$ cat config.mk
export PLATFORM = sky130hd
export DESIGN_NAME = rtc_lectura_pantalla
export DESIGN_NICKNAME = d
export VERILOG_FILES = /design/src/rtl/rtc_pkg.sv /design/src/rtl/contador_fase.sv /design/src/rtl/rtc_lectura_pantalla.sv
export SDC_FILE = /design/constraint.sdc
export NUM_CORES = 1
export LEC_CHECK = 0
export BUFFER_PORTS_ARGS = -buffer_cell sky130_fd_sc_hd__buf_2
export CAP_MARGIN = 20
export CORE_MARGIN = 2
export CORE_UTILIZATION = 50
export CTS_BUF_LIST = sky130_fd_sc_hd__clkbuf_8
export CTS_CLUSTER_DIAMETER = 60
export CTS_CLUSTER_SIZE = 40
export DETAILED_ROUTE_END_ITERATION = 6
export PLACE_DENSITY_LB_ADDON = 0.05
export SETUP_SLACK_MARGIN = 0.1
export SYNTH_ARGS = -nofsm -noshare
export SYNTH_HDL_FRONTEND = slang
export SYNTH_SLANG_ARGS = --single-unit
$ cat constraint.sdc
create_clock -name reloj -period 4.5 [get_ports reloj]
set_input_delay 0.675 -clock reloj [delete_from_list [all_inputs] [get_ports reloj]]
set_output_delay 0.675 -clock reloj [all_outputs]
set_load 0.02 [all_outputs]
$ cat src/rtl/rtc_pkg.sv
// rtl/rtc_pkg.sv - shared states, register indices and RTC address table for the display read sequencer
package rtc_pkg;

  localparam int N_REG     = 9;
  localparam int ANCHO_IDX = 4;

  typedef enum logic [2:0] {
    REPOSO,
    DIR,
    ESP1,
    DATO,
    ESP2,
    COMMIT
  } estado_t;

  localparam logic [ANCHO_IDX-1:0] IDX_SEG     = 4'd0;
  localparam logic [ANCHO_IDX-1:0] IDX_MIN     = 4'd1;
  localparam logic [ANCHO_IDX-1:0] IDX_HORA    = 4'd2;
  localparam logic [ANCHO_IDX-1:0] IDX_DIA     = 4'd3;
  localparam logic [ANCHO_IDX-1:0] IDX_MES     = 4'd4;
  localparam logic [ANCHO_IDX-1:0] IDX_ANIO    = 4'd5;
  localparam logic [ANCHO_IDX-1:0] IDX_CR_SEG  = 4'd6;
  localparam logic [ANCHO_IDX-1:0] IDX_CR_MIN  = 4'd7;
  localparam logic [ANCHO_IDX-1:0] IDX_CR_HORA = 4'd8;

  // RTC bus address for each shadow slot, in sweep order
  function automatic logic [7:0] dir_reg(input logic [ANCHO_IDX-1:0] idx);
    logic [7:0] d;
    case (idx)
      IDX_SEG:     d = 8'h21;
      IDX_MIN:     d = 8'h22;
      IDX_HORA:    d = 8'h23;
      IDX_DIA:     d = 8'h24;
      IDX_MES:     d = 8'h25;
      IDX_ANIO:    d = 8'h26;
      IDX_CR_SEG:  d = 8'h41;
      IDX_CR_MIN:  d = 8'h42;
      IDX_CR_HORA: d = 8'h43;
      default:     d = 8'h00;
    endcase
    return d;
  endfunction

endpackage

$ cat src/rtl/contador_fase.sv
// rtl/contador_fase.sv - bus phase counter with clear and terminal-count flag
module contador_fase #(
  parameter int T_PULSO = 10,
  parameter int ANCHO_T = 8
) (
  input  logic reloj,
  input  logic resetM,
  input  logic limpiar,
  output logic fin
);

  logic [ANCHO_T-1:0] cuenta;

  always_ff @(posedge reloj) begin
    if (resetM || limpiar) cuenta <= '0;
    else                   cuenta <= cuenta + 1'b1;
  end

  assign fin = (cuenta == ANCHO_T'(T_PULSO - 1));

endmodule

$ cat src/rtl/rtc_lectura_pantalla.sv
// rtl/rtc_lectura_pantalla.sv - sweeps 9 RTC registers into a shadow bank and commits them atomically
module rtc_lectura_pantalla
  import rtc_pkg::*;
#(
  parameter int T_PULSO = 10,
  parameter int ANCHO_T = 8
) (
  input  logic        reloj,
  input  logic        resetM,
  input  logic        iniciar,
  input  logic [7:0]  dato_in,
  output logic [7:0]  dato_out,
  output logic        dato_oe,
  output logic        cs_n,
  output logic        rd_n,
  output logic        wr_n,
  output logic        ad,
  output logic [23:0] hora,
  output logic [23:0] fecha,
  output logic [23:0] crono,
  output logic        ocupado,
  output logic        actualizado
);

  estado_t              estado, estado_sig;
  logic [ANCHO_IDX-1:0] indice;
  logic [7:0]           sombra [N_REG];
  logic                 fin, limpiar, ultimo;

  assign ultimo  = (indice == IDX_CR_HORA);
  // Every phase exit happens on fin, so clearing on fin restarts the count for the next phase
  assign limpiar = fin || (estado == REPOSO) || (estado == COMMIT);

  contador_fase #(.T_PULSO(T_PULSO), .ANCHO_T(ANCHO_T)) u_fase (
    .reloj   (reloj),
    .resetM  (resetM),
    .limpiar (limpiar),
    .fin     (fin)
  );

  always_ff @(posedge reloj) begin
    if (resetM) begin
      estado <= REPOSO;
      indice <= '0;
      hora   <= '0;
      fecha  <= '0;
      crono  <= '0;
      for (int i = 0; i < N_REG; i++) sombra[i] <= '0;
    end else begin
      estado <= estado_sig;
      if (estado == REPOSO && iniciar)         indice <= '0;
      if (estado == ESP2 && fin && !ultimo)    indice <= indice + 4'd1;
      if (estado == DATO && fin)               sombra[indice] <= dato_in;
      // Outputs update on the edge that enters COMMIT, so data is valid while actualizado is high
      if (estado == ESP2 && fin && ultimo) begin
        hora  <= {sombra[IDX_HORA],    sombra[IDX_MIN],    sombra[IDX_SEG]};
        fecha <= {sombra[IDX_DIA],     sombra[IDX_MES],    sombra[IDX_ANIO]};
        crono <= {sombra[IDX_CR_HORA], sombra[IDX_CR_MIN], sombra[IDX_CR_SEG]};
      end
    end
  end

  always_comb begin
    estado_sig = estado;
    cs_n       = 1'b1;
    rd_n       = 1'b1;
    wr_n       = 1'b1;
    ad         = 1'b0;
    dato_oe    = 1'b0;
    dato_out   = 8'h00;
    case (estado)
      REPOSO: if (iniciar) estado_sig = DIR;
      DIR: begin
        cs_n     = 1'b0;
        wr_n     = 1'b0;
        dato_oe  = 1'b1;
        dato_out = dir_reg(indice);
        if (fin) estado_sig = ESP1;
      end
      ESP1: if (fin) estado_sig = DATO;
      DATO: begin
        cs_n = 1'b0;
        rd_n = 1'b0;
        ad   = 1'b1;
        if (fin) estado_sig = ESP2;
      end
      ESP2: begin
        ad = 1'b1;
        if (fin) estado_sig = ultimo ? COMMIT : DIR;
      end
      COMMIT:  estado_sig = REPOSO;
      default: estado_sig = REPOSO;
    endcase
  end

  assign ocupado     = (estado != REPOSO);
  assign actualizado = (estado == COMMIT);

endmodule

# Word-level counts from Yosys, hierarchy flattened
# Memories as Yosys holds them, arrays and structs flattened. A register that Yosys moved wholly into a read port is not among the register bits.
# Index checks and enable logic that the tools add are counted.
[word_totals]
word_cells = 60
ff_bits = 15
latchBits = 0
out_inout_bits = 87
n_memories = 2
rom_bits = 80
mem_bits_rw = 72
in_bits = 11
[classes]
n_reduce_logical = 16
magnitude_cmp = 0
add_sub_neg = 2
bitwise_logic = 0
mux = 25
eq_ne = 12
div = 0
shifts = 0
mul = 0
[mem_list]
columns = ["name", "depth", "width", "read_ports", "rd_ports_with_merged_regs", "write_ports", "line", "rtl"]
rows = [
  ["(no name shown)", 16, 5, 1, 1, 0, "rtc_pkg.sv:29", "case (idx)"],
  ["sombra", 9, 8, 9, 9, 9, "rtc_lectura_pantalla.sv:27", "logic [7:0] sombra [N_REG];"],
]
[ops]
columns = ["op", "count"]
rows = [
  ["$mux W4", 5],
  ["$mux W3", 6],
  ["$mux W8", 2],
  ["$pmux W3 S5", 1],
  ["$mux W1", 11],
  ["$ne A2 B2 Y1 const B", 5],
  ["$add A8 B1 Y8 const B", 1],
  ["$eq A8 B4 Y1 const B", 1],
  ["$reduce_or A8 Y1", 1],
  ["$eq A3 B2 Y1 const B", 2],
  ["$eq A3 B3 Y1 const B", 2],
  ["$logic_and A1 B1 Y1", 5],
  ["$reduce_and A5 Y1", 1],
  ["$add A4 B1 Y4 const B", 1],
  ["$eq A4 B4 Y1 const B", 1],
  ["$reduce_or A2 Y1", 2],
  ["$eq A3 B1 Y1 const B", 1],
  ["$logic_not A3 Y1", 1],
  ["$logic_or A1 B1 Y1", 3],
  ["$reduce_bool A3 Y1", 1],
  ["$reduce_bool A2 Y1", 1],
  ["$logic_not A1 Y1", 1],
]

# Depth between registers and ports, before layout
# Gate-level depths: netlist (run 1).
[depth]
ltp_word = 7
depth_mapped = 11
ltp_nobuf = 11

# Cells and area by module
# Synthesis (run 1) repeated with hierarchy kept, for this count alone.
[unflattened]
cells_unflattened = 628
area_unflattened_um2 = 6404.9
[by_module_without_submodules]
columns = ["module", "instances", "area_each_um2", "seq_area_each_um2", "cells_each"]
rows = [
  ["rtc_lectura_pantalla", 1, 6063.3, 3843.7, 589],
  ["contador_fase", 1, 341.6, 160.2, 39],
]

# Least setup slack after synthesis (run 1)
# Ideal clock, no wire load.
[synth_path]
path_kind = "register to register"
startpoint = "reg u_fase.cuenta[0]"
endpoint = "mem sombra[0][0] (enable)"
t_required_ns = 4.174
path_stages_with_launch = 7
t_arrival_ns = 1.995
n_path_buf = 1
slack_ns = 2.179
cell_sequence = "dfxtp_1 -> ha_1 -> nor4b_4 -> nand2_1 -> nor4b_2 -> clkbuf_1 -> a21o_1"
[synth_lines]
columns = ["element", "line", "rtl"]
rows = [
  ["start, declared", "contador_fase.sv:12", "logic [ANCHO_T-1:0] cuenta;"],
  ["start signal, assigned", "contador_fase.sv:16", "else cuenta <= cuenta + 1'b1;"],
  ["end, declared", "rtc_lectura_pantalla.sv:27", ""],
]

==> insert_results.sql, run 1 <==
INSERT INTO impl_metrics (metric_group, metric, value, unit) VALUES
('status', 'status', 'complete, no violations', ''),
('pwr', 'clockPowerShare', '37.2', '%'),
('layout', 'post_route_cells_drive_above_1_share', '19.3', '%'),
('synthesis', 'syn-cell-area', '0.00640', 'mm²'),
('timing', 'setup_slack', '1.71', 'ns'),
('routing', 'via_count', '4539', ''),
('hold_path', 'worst_hold_path_type', 'flip-flop to flip-flop', ''),
('setup_path', 'reg2reg_slack', '1.71', 'ns'),
('grt', 'overflow', '0', ''),
('hold_path', 'hold_path_end', 'hora[14]$_SDFFE_PP0P_', ''),
('layout', 'num-nets-final', '715', ''),
('timing', 'measured_slew_at_the_worst_slew_check_pin', '0.942', 'ns'),
('synthesis', 'synth_sequential_area_ratio', '62.5', '%'),
('setup_path', 'worstPathRequired', '4.84', 'ns'),
('clock_tree', 'postCtsHoldBufs', '0', ''),
('routing', 'drt_drc_violations_left', '0', ''),
('clock_tree', 'clk_latency', '0.44', 'ns'),
('timing', 'finalClockSkew', '0.0137', 'ns'),
('timing', 'layout_min_cycle_time', '2.79', 'ns'),
('timing', 'totalNegativeSetupSlack', '0', 'ns'),
('pwr', 'power.share.switching', '20.9', '%'),
('routing', 'route.antenna.remaining_nets', '0', ''),
('pwr', 'internal_power', '2.09', 'mW'),
('layout', 'area_delta_synth_final', '14.8', '%'),
('timing', 'timing.final.setup_violations', '0', ''),
('setup_path', 'critPathMaxFanout', '20', ''),
('routing', 'wl_per_cell', '15.1', 'µm'),
('setup_path', 'crit_path_cell_trace', 'inv_1, ha_1, nand3b_1, and4_1, mux2i_1, ha_1, nand2_1, o41ai_1, a221o_1', ''),
('pwr', 'power_frac_comb', '2.8', '%'),
('placed_design', 'port-buffer-count', '94', ''),
('synthesis', 'yosys_synthesis_warning_count', '0', ''),
('timing', 'finalCritPeriodShare', '62.1', '%'),
('pwr', 'sequentialPowerShare', '60.1', '%'),
('clock_tree', 'cts.root.buffer_cell', 'sky130_fd_sc_hd__clkbuf_8', ''),
('floorplanning', 'die-area', '0.0137', 'mm²'),
('floorplanning', 'start_util', '51.0', '%'),
('layout', 'antennaDiodeCount', '0', ''),
('placed_design', 'globalplace.congestion', '0.838', ''),
('clock_tree', 'cts_resized', '0', ''),
('synthesis', 'yosys.cell_types.count', '50', ''),
('setup_path', 'cp_slowest_stage_delay', '0.44', 'ns'),
('placed_design', 'placed_cell_area', '0.00697', 'mm²'),
('synthesis', 'synth_ff_type', 'sky130_fd_sc_hd__dfxtp_1', ''),
('placed_design', 'dpl_worst_slack', '1.53', 'ns'),
('timing', 'relSlewSlack', '37.2', '%'),
('flow_run', 'drv_cap', '0', ''),
('grt', 'pin_count_of_the_biggest_net_entering_global_routing', '77', ''),
('synthesis', 'synth-seq-cells', '164', ''),
('routing', 'detail_route.vias_per_cell', '5.15', ''),
('grt', 'grt_first_pass_wirelength', '20900', 'µm'),
('hold_path', 'holdPathStages', '2', ''),
('setup_path', 'worst_path_dominant_cell_family', 'simple AND/OR/NAND/NOR gates', ''),
('grt', 'antenna_violations_before_repair', '0', ''),
('synthesis', 'post_synth_inst_count', '619', ''),
('routing', 'detail_route.iter0.violations', '287', ''),
('setup_path', 'crit_buf_inv', '1', ''),
('clock_tree', 'htreeDepth', '4', ''),
('layout', 'finalCoreUtilization', '58.5', '%'),
('routing', 'detailed_route_wire_length', '13300', 'µm'),
('floorplanning', 'pin_count', '98', ''),
('floorplanning', 'std_cell_rows', '41', ''),
('grt', 'groute.usage.overall', '20.2', '%'),
('layout', 'layout.cell_area.non_filler', '0.00735', 'mm²'),
('setup_path', 'critical_path.slowest_cell', 'sky130_fd_sc_hd__dfxtp_1', ''),
('grt', 'grt_pass1_vias', '4092', ''),
('clock_tree', 'cts-root-to-sink-buffers', '2', ''),
('setup_path', 'cp.arrival', '3.13', 'ns'),
('synthesis', 'synthArstFlopShare', '0', '%'),
('timing', 'final_hold_viol_count', '0', ''),
('clock_tree', 'clk_transition_reported_paths', '0.08', 'ns'),
('pwr', 'power.switching', '0.553', 'mW');
## cell families (layout without fill, tap and decap cells)
kind of cell	count (synthesis)	after routing	share of synthesized area, %
buffers and inverters	51	140	3.38
other	1	3	0.0586
muxes	6	6	0.977
AOI/OAI and AO/OA	95	95	8.17
adders and majority gates	7	7	1.37
xor gates and xnor gates	8	8	1.09
and+or+nand+nor	287	287	22.4
DFF	164	164	62.5
## how the worst max path moves through the flow
stage | start | end | slack (ns) | cells past startpoint
after global routing | indice[0]$_SDFFE_PP0N_ | flip-flop | 1.47 | 11
after detailed placement | u_fase.cuenta[0]$_SDFF_PP0_ | sombra[2][6]$_SDFFCE_PN0P_ | 1.53 | 5
final | indice[0]$_SDFFE_PP0N_ | flip-flop | 1.71 | 9
after global placement | u_fase.cuenta[0]$_SDFF_PP0_ | sombra[2][2]$_SDFFCE_PN0P_ | 1.61 | 5
after floorplan | u_fase.cuenta[0]$_SDFF_PP0_ | sombra[0][0]$_SDFFCE_PN0P_ | 2.18 | 6
after CTS | u_fase.cuenta[0]$_SDFF_PP0_ | sombra[1][0]$_SDFFCE_PN0P_ | 1.50 | 5
## metal layers
layer | routed length (µm) | GRT usage (%) | share of wire [%]
met5 | 0 | 0 | 0
met4 | 70 | 6.43 | 0.53
met3 | 691 | 5.66 | 5.2
met2 | 6240 | 30.5 | 47
met1 | 6320 | 28.5 | 47
## state kept, by name (all words and copies together), names as in the netlist, named ones only
register,count
fecha,24
crono,24
u_fase.cuenta,8
indice,4
hora,24
sombra,72
estado,3
## area by class of cell
cell class / count / area, µm²
clock buffer: 22 / 303
clock inverter: 10 / 67.6
fill: 1105 / 5220
inverter: 8 / 30.0
multi-input combinational: 406 / 2210
sequential: 164 / 4000
tap: 172 / 215
timing repair buffer: 100 / 519
## power by group through the flow
stage	Sequential, mW	Clock (mW)	Combinational, mW
floorplan	1.62	0	0.0457
global route	1.59	1.08	0.0804
detailed placement	1.62	0	0.0744
global placement	1.62	0	0.0736
CTS	1.59	1.01	0.0748
finish	1.59	0.982	0.0737
## cell usage after synthesis, types with 2 or more instances
| cell | instances | share of area [%] |
|---|---|---|
| sky130_fd_sc_hd__and3_1 | 68 | 6.6 |
| sky130_fd_sc_hd__inv_1 | 8 | 0.47 |
| sky130_fd_sc_hd__mux2i_1 | 4 | 0.63 |
| sky130_fd_sc_hd__nand2b_1 | 3 | 0.29 |
| sky130_fd_sc_hd__edfxtp_1 | 72 | 34 |
| sky130_fd_sc_hd__o21ai_0 | 2 | 0.16 |
| sky130_fd_sc_hd__or2_2 | 2 | 0.20 |
| sky130_fd_sc_hd__xnor2_1 | 2 | 0.27 |
| sky130_fd_sc_hd__nand3b_1 | 2 | 0.23 |
| sky130_fd_sc_hd__buf_2 | 2 | 0.16 |
| sky130_fd_sc_hd__nand3_1 | 9 | 0.70 |
| sky130_fd_sc_hd__nor2_1 | 17 | 1.0 |
| sky130_fd_sc_hd__nor3b_2 | 2 | 0.39 |
| sky130_fd_sc_hd__a21o_1 | 9 | 1.1 |
| sky130_fd_sc_hd__ha_1 | 7 | 1.4 |
| sky130_fd_sc_hd__and2b_1 | 2 | 0.23 |
| sky130_fd_sc_hd__nand2_1 | 151 | 8.9 |
| sky130_fd_sc_hd__clkbuf_1 | 36 | 2.1 |
| sky130_fd_sc_hd__and2_1 | 15 | 1.5 |
| sky130_fd_sc_hd__xor2_1 | 6 | 0.82 |
| sky130_fd_sc_hd__a31oi_1 | 2 | 0.20 |
| sky130_fd_sc_hd__nor2b_1 | 2 | 0.20 |
| sky130_fd_sc_hd__a21oi_1 | 75 | 5.9 |
| sky130_fd_sc_hd__buf_4 | 4 | 0.47 |
| sky130_fd_sc_hd__dfxtp_1 | 92 | 29 |
## stage by stage
step           hold slack [ns]  std cells  total power [mW]
2_1_floorplan            0.453        621              1.66
3_3_place_gp             0.441        849              1.70
3_5_place_dp             0.445        849              1.70
4_1_cts                  0.455        881              2.67
5_1_grt                  0.470        882              2.75
6_report                 0.452        882              2.64
## cell usage in the layout (no fill, tap or decap), drive strengths merged, types with 3 or more instances in the layout
cell type,instances
nor3b,3
buf,100
edfxtp,72
xor2,6
a21oi,75
conb,3
a21o,9
and2,17
dfxtp,92
nand2,151
nand2b,3
ha,7
nor2,17
nand3,9
and3,68
clkbuf,22
mux2i,4
inv,16
## worst min-delay path, delay by kind of cell (launching register included)
family	cells	cell delay, ns
AOI/OAI and AO/OA	1	0.05
DFF	1	0.31
and+or+nand+nor	1	0.05
Note: power is estimated with default switching activity, not from simulation.
==> inputs of run 2 (changes only) <==
--- a/config.mk
+++ b/config.mk
@@ -5,6 +5,7 @@
 export SDC_FILE = /design/constraint.sdc
 export NUM_CORES = 1
 export LEC_CHECK = 0
+export ABC_AREA = 1
 export BUFFER_PORTS_ARGS = -buffer_cell sky130_fd_sc_hd__buf_2
 export CAP_MARGIN = 20
 export CORE_MARGIN = 2
==> constraint.sdc (replaced) <==
create_clock -name reloj -period 2.3 [get_ports reloj]
set_input_delay 0.345 -clock reloj [delete_from_list [all_inputs] [get_ports reloj]]
set_output_delay 0.345 -clock reloj [all_outputs]
set_load 0.02 [all_outputs]
==> run 2 against run 1 <==
  * Utilization decreased by 1.5 points
  * Non-clock buffer count grew 1
  * Worst hold slack lost 0.32 ns
  * Clock-buffer cell count down 5
  * Register-to-register slack got worse by 1.4 ns
  * Largest cell class unchanged
==> insert_results.sql, run 2 <==
INSERT INTO impl_metrics (metric_group, metric, value, unit) VALUES
('clock_tree', 'numClockSinks', '164', ''),
('pwr', 'power.switching', '1.53', 'mW'),
('synthesis', 'netlist_top_cells_area', 'sky130_fd_sc_hd__edfxtp_1 33%, sky130_fd_sc_hd__dfxtp_1 28%, sky130_fd_sc_hd__nor2_1 8.8%', ''),
('timing', 'max_clock_freq', '498', 'MHz'),
('timing', 'measured_slew_at_the_worst_slew_check_pin', '0.568', 'ns'),
('routing', 'detail_route.vias_per_cell', '4.95', ''),
('layout', 'mostFrequentLayoutCells', '156 x sky130_fd_sc_hd__nor2_1, 94 x sky130_fd_sc_hd__buf_2, 91 x sky130_fd_sc_hd__dfxtp_1, 77 x sky130_fd_sc_hd__a21oi_1', ''),
('timing', 'finalClockSkew', '0.00924', 'ns'),
('synthesis', 'synthMostInstantiatedCell', 'sky130_fd_sc_hd__nor2_1', ''),
('setup_path', 'cp.arrival', '2.13', 'ns'),
('grt', 'pin_count_of_the_biggest_net_entering_global_routing', '89', ''),
('pwr', 'clockPowerShare', '34.2', '%'),
('grt', 'groute.usage.overall', '19.6', '%'),
('synthesis', 'ranking_of_synthesized_cells_by_instance_count', '156 x sky130_fd_sc_hd__nor2_1, 92 x sky130_fd_sc_hd__dfxtp_1, 77 x sky130_fd_sc_hd__a21oi_1, 72 x sky130_fd_sc_hd__edfxtp_1, 72 x sky130_fd_sc_hd__o21ai_1', ''),
('routing', 'detail_route.iter0.violations', '261', ''),
('clock_tree', 'tritoncts', 'yes', ''),
('grt', 'antenna_violations_before_repair', '0', ''),
('setup_path', 'crit_path_cell_trace', 'ha_1, nand3_2, nor2_8, nand3_4, nor2_4, nand3_4, nand2_1', ''),
('floorplanning', 'pin_count', '98', ''),
('pwr', 'lkg_pwr', '3.13', 'nW'),
('routing', 'drt_drc_violations_left', '0', ''),
('layout', 'antennaDiodeCount', '0', ''),
('clock_tree', 'htreeDepth', '4', ''),
('synthesis', 'post_synth_inst_count', '656', ''),
('synthesis', 'synth_enable_flop_cells', '72', ''),
('timing', 'setup_repair_after_global_routing_missed_its_margin', 'no', ''),
('layout', 'num-nets-final', '759', ''),
('placed_design', 'port-buffer-count', '94', ''),
('layout', 'most_common_cell_after_layout_fill_and_taps_aside', 'sky130_fd_sc_hd__nor2_1', ''),
('layout', 'registers.top_by_ff_count', 'sombra', ''),
('timing', 'finalCritPeriodShare', '87.2', '%'),
('pwr', 'power.share.switching', '26.0', '%'),
('status', 'status', 'complete, no violations', ''),
('setup_path', 'crit_buf_inv', '0', ''),
('synthesis', 'synth_top_area_share', '32.5', '%'),
('layout', 'nFillCells', '1206', ''),
('setup_path', 'critPathMaxFanout', '9', ''),
('clock_tree', 'cts-root-to-sink-buffers', '2', ''),
('timing', 'layout_min_cycle_time', '2.01', 'ns'),
('setup_path', 'worstSetupStartpointType', 'flip-flop', ''),
('layout', 'regArea', '0.00401', 'mm²'),
('clock_tree', 'cts.root.buffer_cell', 'sky130_fd_sc_hd__clkbuf_8', ''),
('pwr', 'power_frac_comb', '11.7', '%'),
('layout', 'largest_reg_flops', '72', ''),
('setup_path', 'worstPathRequired', '2.42', 'ns'),
('routing', 'wl_per_cell', '14.2', 'µm'),
('grt', 'grt_pass1_vias', '4433', ''),
('floorplanning', 'core_area', '0.0131', 'mm²'),
('routing', 'detail_route.first_pass.iterations', '7', ''),
('synthesis', 'synth_top_cell_by_area', 'sky130_fd_sc_hd__edfxtp_1', ''),
('layout', 'area_delta_synth_final', '12.2', '%'),
('setup_path', 'critPathMostFrequentCell', 'sky130_fd_sc_hd__nand3_4', ''),
('routing', 'detailed_route_wire_length', '13200', 'µm'),
('floorplanning', 'start_util', '50.8', '%'),
('placed_design', 'dpl_worst_slack', '0.230', 'ns'),
('pwr', 'power_density', '789', 'mW/mm²'),
('setup_path', 'critical_path.slowest_cell', 'sky130_fd_sc_hd__dfxtp_1', ''),
('pwr', 'sequentialPowerShare', '54.1', '%'),
('pwr', 'internal_power', '4.36', 'mW'),
('timing', 'final_hold_viol_count', '0', ''),
('timing', 'timing.final.setup_violations', '0', ''),
('placed_design', 'globalplace.congestion', '0.827', ''),
('synthesis', 'yosys.cell_types.count', '36', ''),
('synthesis', 'syn_area_per_cell', '10.1', 'µm²'),
('timing', 'relSlewSlack', '62.1', '%'),
('hold_path', 'worst_hold_path_type', 'primary input to flip-flop', ''),
('floorplanning', 'std_cell_rows', '42', ''),
('routing', 'via_count', '4606', ''),
('routing', 'route.antenna.remaining_nets', '0', ''),
('setup_path', 'cp_slowest_stage_delay', '0.39', 'ns'),
('floorplanning', 'die_height', '119', 'µm'),
('clock_tree', 'postCtsHoldBufs', '0', ''),
('layout', 'multi_input_gate_area_in_the_final_layout', '0.00214', 'mm²'),
('synthesis', 'yosys_synthesis_warning_count', '0', ''),
('synthesis', 'synth-seq-cells', '164', ''),
('pwr', 'vdd.ir_drop.worst', '0.512', 'mV'),
('setup_path', 'worst_path_dominant_cell_family', 'simple AND/OR/NAND/NOR gates', ''),
('floorplanning', 'die-width', '119', 'µm'),
('synthesis', 'synthArstFlopShare', '0', '%'),
('timing', 'totalNegativeSetupSlack', '0', 'ns'),
('synthesis', 'synth_ff_type', 'sky130_fd_sc_hd__dfxtp_1', ''),
('timing', 'drv_slew', '0', ''),
('clock_tree', 'clk_latency', '0.44', 'ns'),
('grt', 'overflow', '0', ''),
('grt', 'grt_first_pass_wirelength', '21500', 'µm'),
('placed_design', 'place.detailed.hpwl', '8910', 'µm'),
('layout', 'post_route_cells_drive_above_1_share', '23.1', '%'),
('floorplanning', 'die-area', '0.0142', 'mm²'),
('timing', 'setup_slack', '0.294', 'ns'),
('synthesis', 'synth_sequential_area_ratio', '60.2', '%'),
('synthesis', 'syn-cell-area', '0.00665', 'mm²'),
('setup_path', 'critPathKind', 'flip-flop to flip-flop', ''),
('setup_path', 'critical_path.endpoint_type', 'flip-flop', ''),
('clock_tree', 'cts_buffers', '17', ''),
('clock_tree', 'clk_transition_reported_paths', '0.08', 'ns'),
('flow_run', 'drv_cap', '0', '');
-- run 2: cell types whose count changed in the layout (fill, tap and decap cells not counted), moves of 5 or more --
cell	change
sky130_fd_sc_hd__and2_1	-15
sky130_fd_sc_hd__a21o_1	-9
sky130_fd_sc_hd__clkbuf_8	-5
sky130_fd_sc_hd__and3_1	-68
sky130_fd_sc_hd__nor2_1	+139
sky130_fd_sc_hd__nor2_2	+12
sky130_fd_sc_hd__nand3_4	+8
sky130_fd_sc_hd__o21ai_1	+72
sky130_fd_sc_hd__nand2_1	-117
sky130_fd_sc_hd__inv_1	+16
sky130_fd_sc_hd__clkinv_1	+11
sky130_fd_sc_hd__nand2_2	+7
-- run 2: final cells by class --
class | count | area share (%)
inverters | 41 | 2.10
multi-input cells | 416 | 28.7
well taps | 176 | 2.95
clock inverters | 15 | 2.00
repair buffers | 101 | 7.40
flip-flops and latches | 164 | 53.7
clock buffers | 17 | 3.14
-- run 2: cells by family after synthesis --
kind of cell / share of synthesized area, %
buffers and inverters: 7.70
and+or+nand+nor: 18.3
adders and majority gates: 1.32
AOI/OAI and AO/OA: 11.8
DFF: 60.2
xor gates and xnor gates: 0.659
other: 0.0564
-- run 2: worst paths after layout --
check	from	to	slack, ns	depth (start not counted)
setup / recovery	u_fase.cuenta[0]$_SDFF_PP0_	sombra[8][5]$_SDFFCE_PN0P_	0.29	7
hold / removal	resetM	estado[1]$_SDFFE_PP0P_	0.13	2
setup reg to reg	u_fase.cuenta[0]$_SDFF_PP0_	sombra[8][5]$_SDFFCE_PN0P_	0.29	7
hold reg to reg	u_fase.cuenta[0]$_SDFF_PP0_	u_fase.cuenta[0]$_SDFF_PP0_	0.47	1
-- run 2: timing repair --
item	in CTS	in global routing
buffers inserted	0	0
endpoints found under the setup margin	0	35
gates resized for setup	0	2
-- run 2: power groups by stage --
stage / clock network [mW] / logic (mW) / registers (mW)
after floorplan: 0 / 0.521 / 3.23
after detailed placement: 0 / 0.696 / 3.25
after CTS: 2.06 / 0.700 / 3.18
after global routing: 2.19 / 0.768 / 3.19
after global placement: 0 / 0.678 / 3.25
final: 2.01 / 0.689 / 3.18
-- run 2: through the flow --
stage / area, µm² / hold WS [ns] / utilization, % / total power [mW] / std cells
detailed placement: 7070 / 0.459 / 54.0 / 3.94 / 898
global placement: 7070 / 0.445 / 54.0 / 3.92 / 898
global route: 7450 / 0.109 / 57.0 / 6.15 / 930
CTS: 7450 / 0.108 / 56.9 / 5.94 / 930
finish: 7450 / 0.130 / 57.0 / 5.88 / 930
floorplan: 6650 / 0.414 / - / 3.75 / 658
-- run 2: metal layers --
metal  track usage, %  wire length, µm  up-vias
li1                 -                -     2364
met1             24.3             5680     2126
met2             33.0             6650      102
met3             5.22              759       14
met4             6.76              155        0
met5                0                0        -
-- run 2: worst reg2reg max path: stages, from the launching register on --
cell	delay [ns]
sky130_fd_sc_hd__dfxtp_1	0.39
sky130_fd_sc_hd__ha_1	0.18
sky130_fd_sc_hd__nand3_2	0.13
sky130_fd_sc_hd__nor2_8	0.23
sky130_fd_sc_hd__nand3_4	0.12
sky130_fd_sc_hd__nor2_4	0.17
sky130_fd_sc_hd__nand3_4	0.17
sky130_fd_sc_hd__nand2_1	0.30
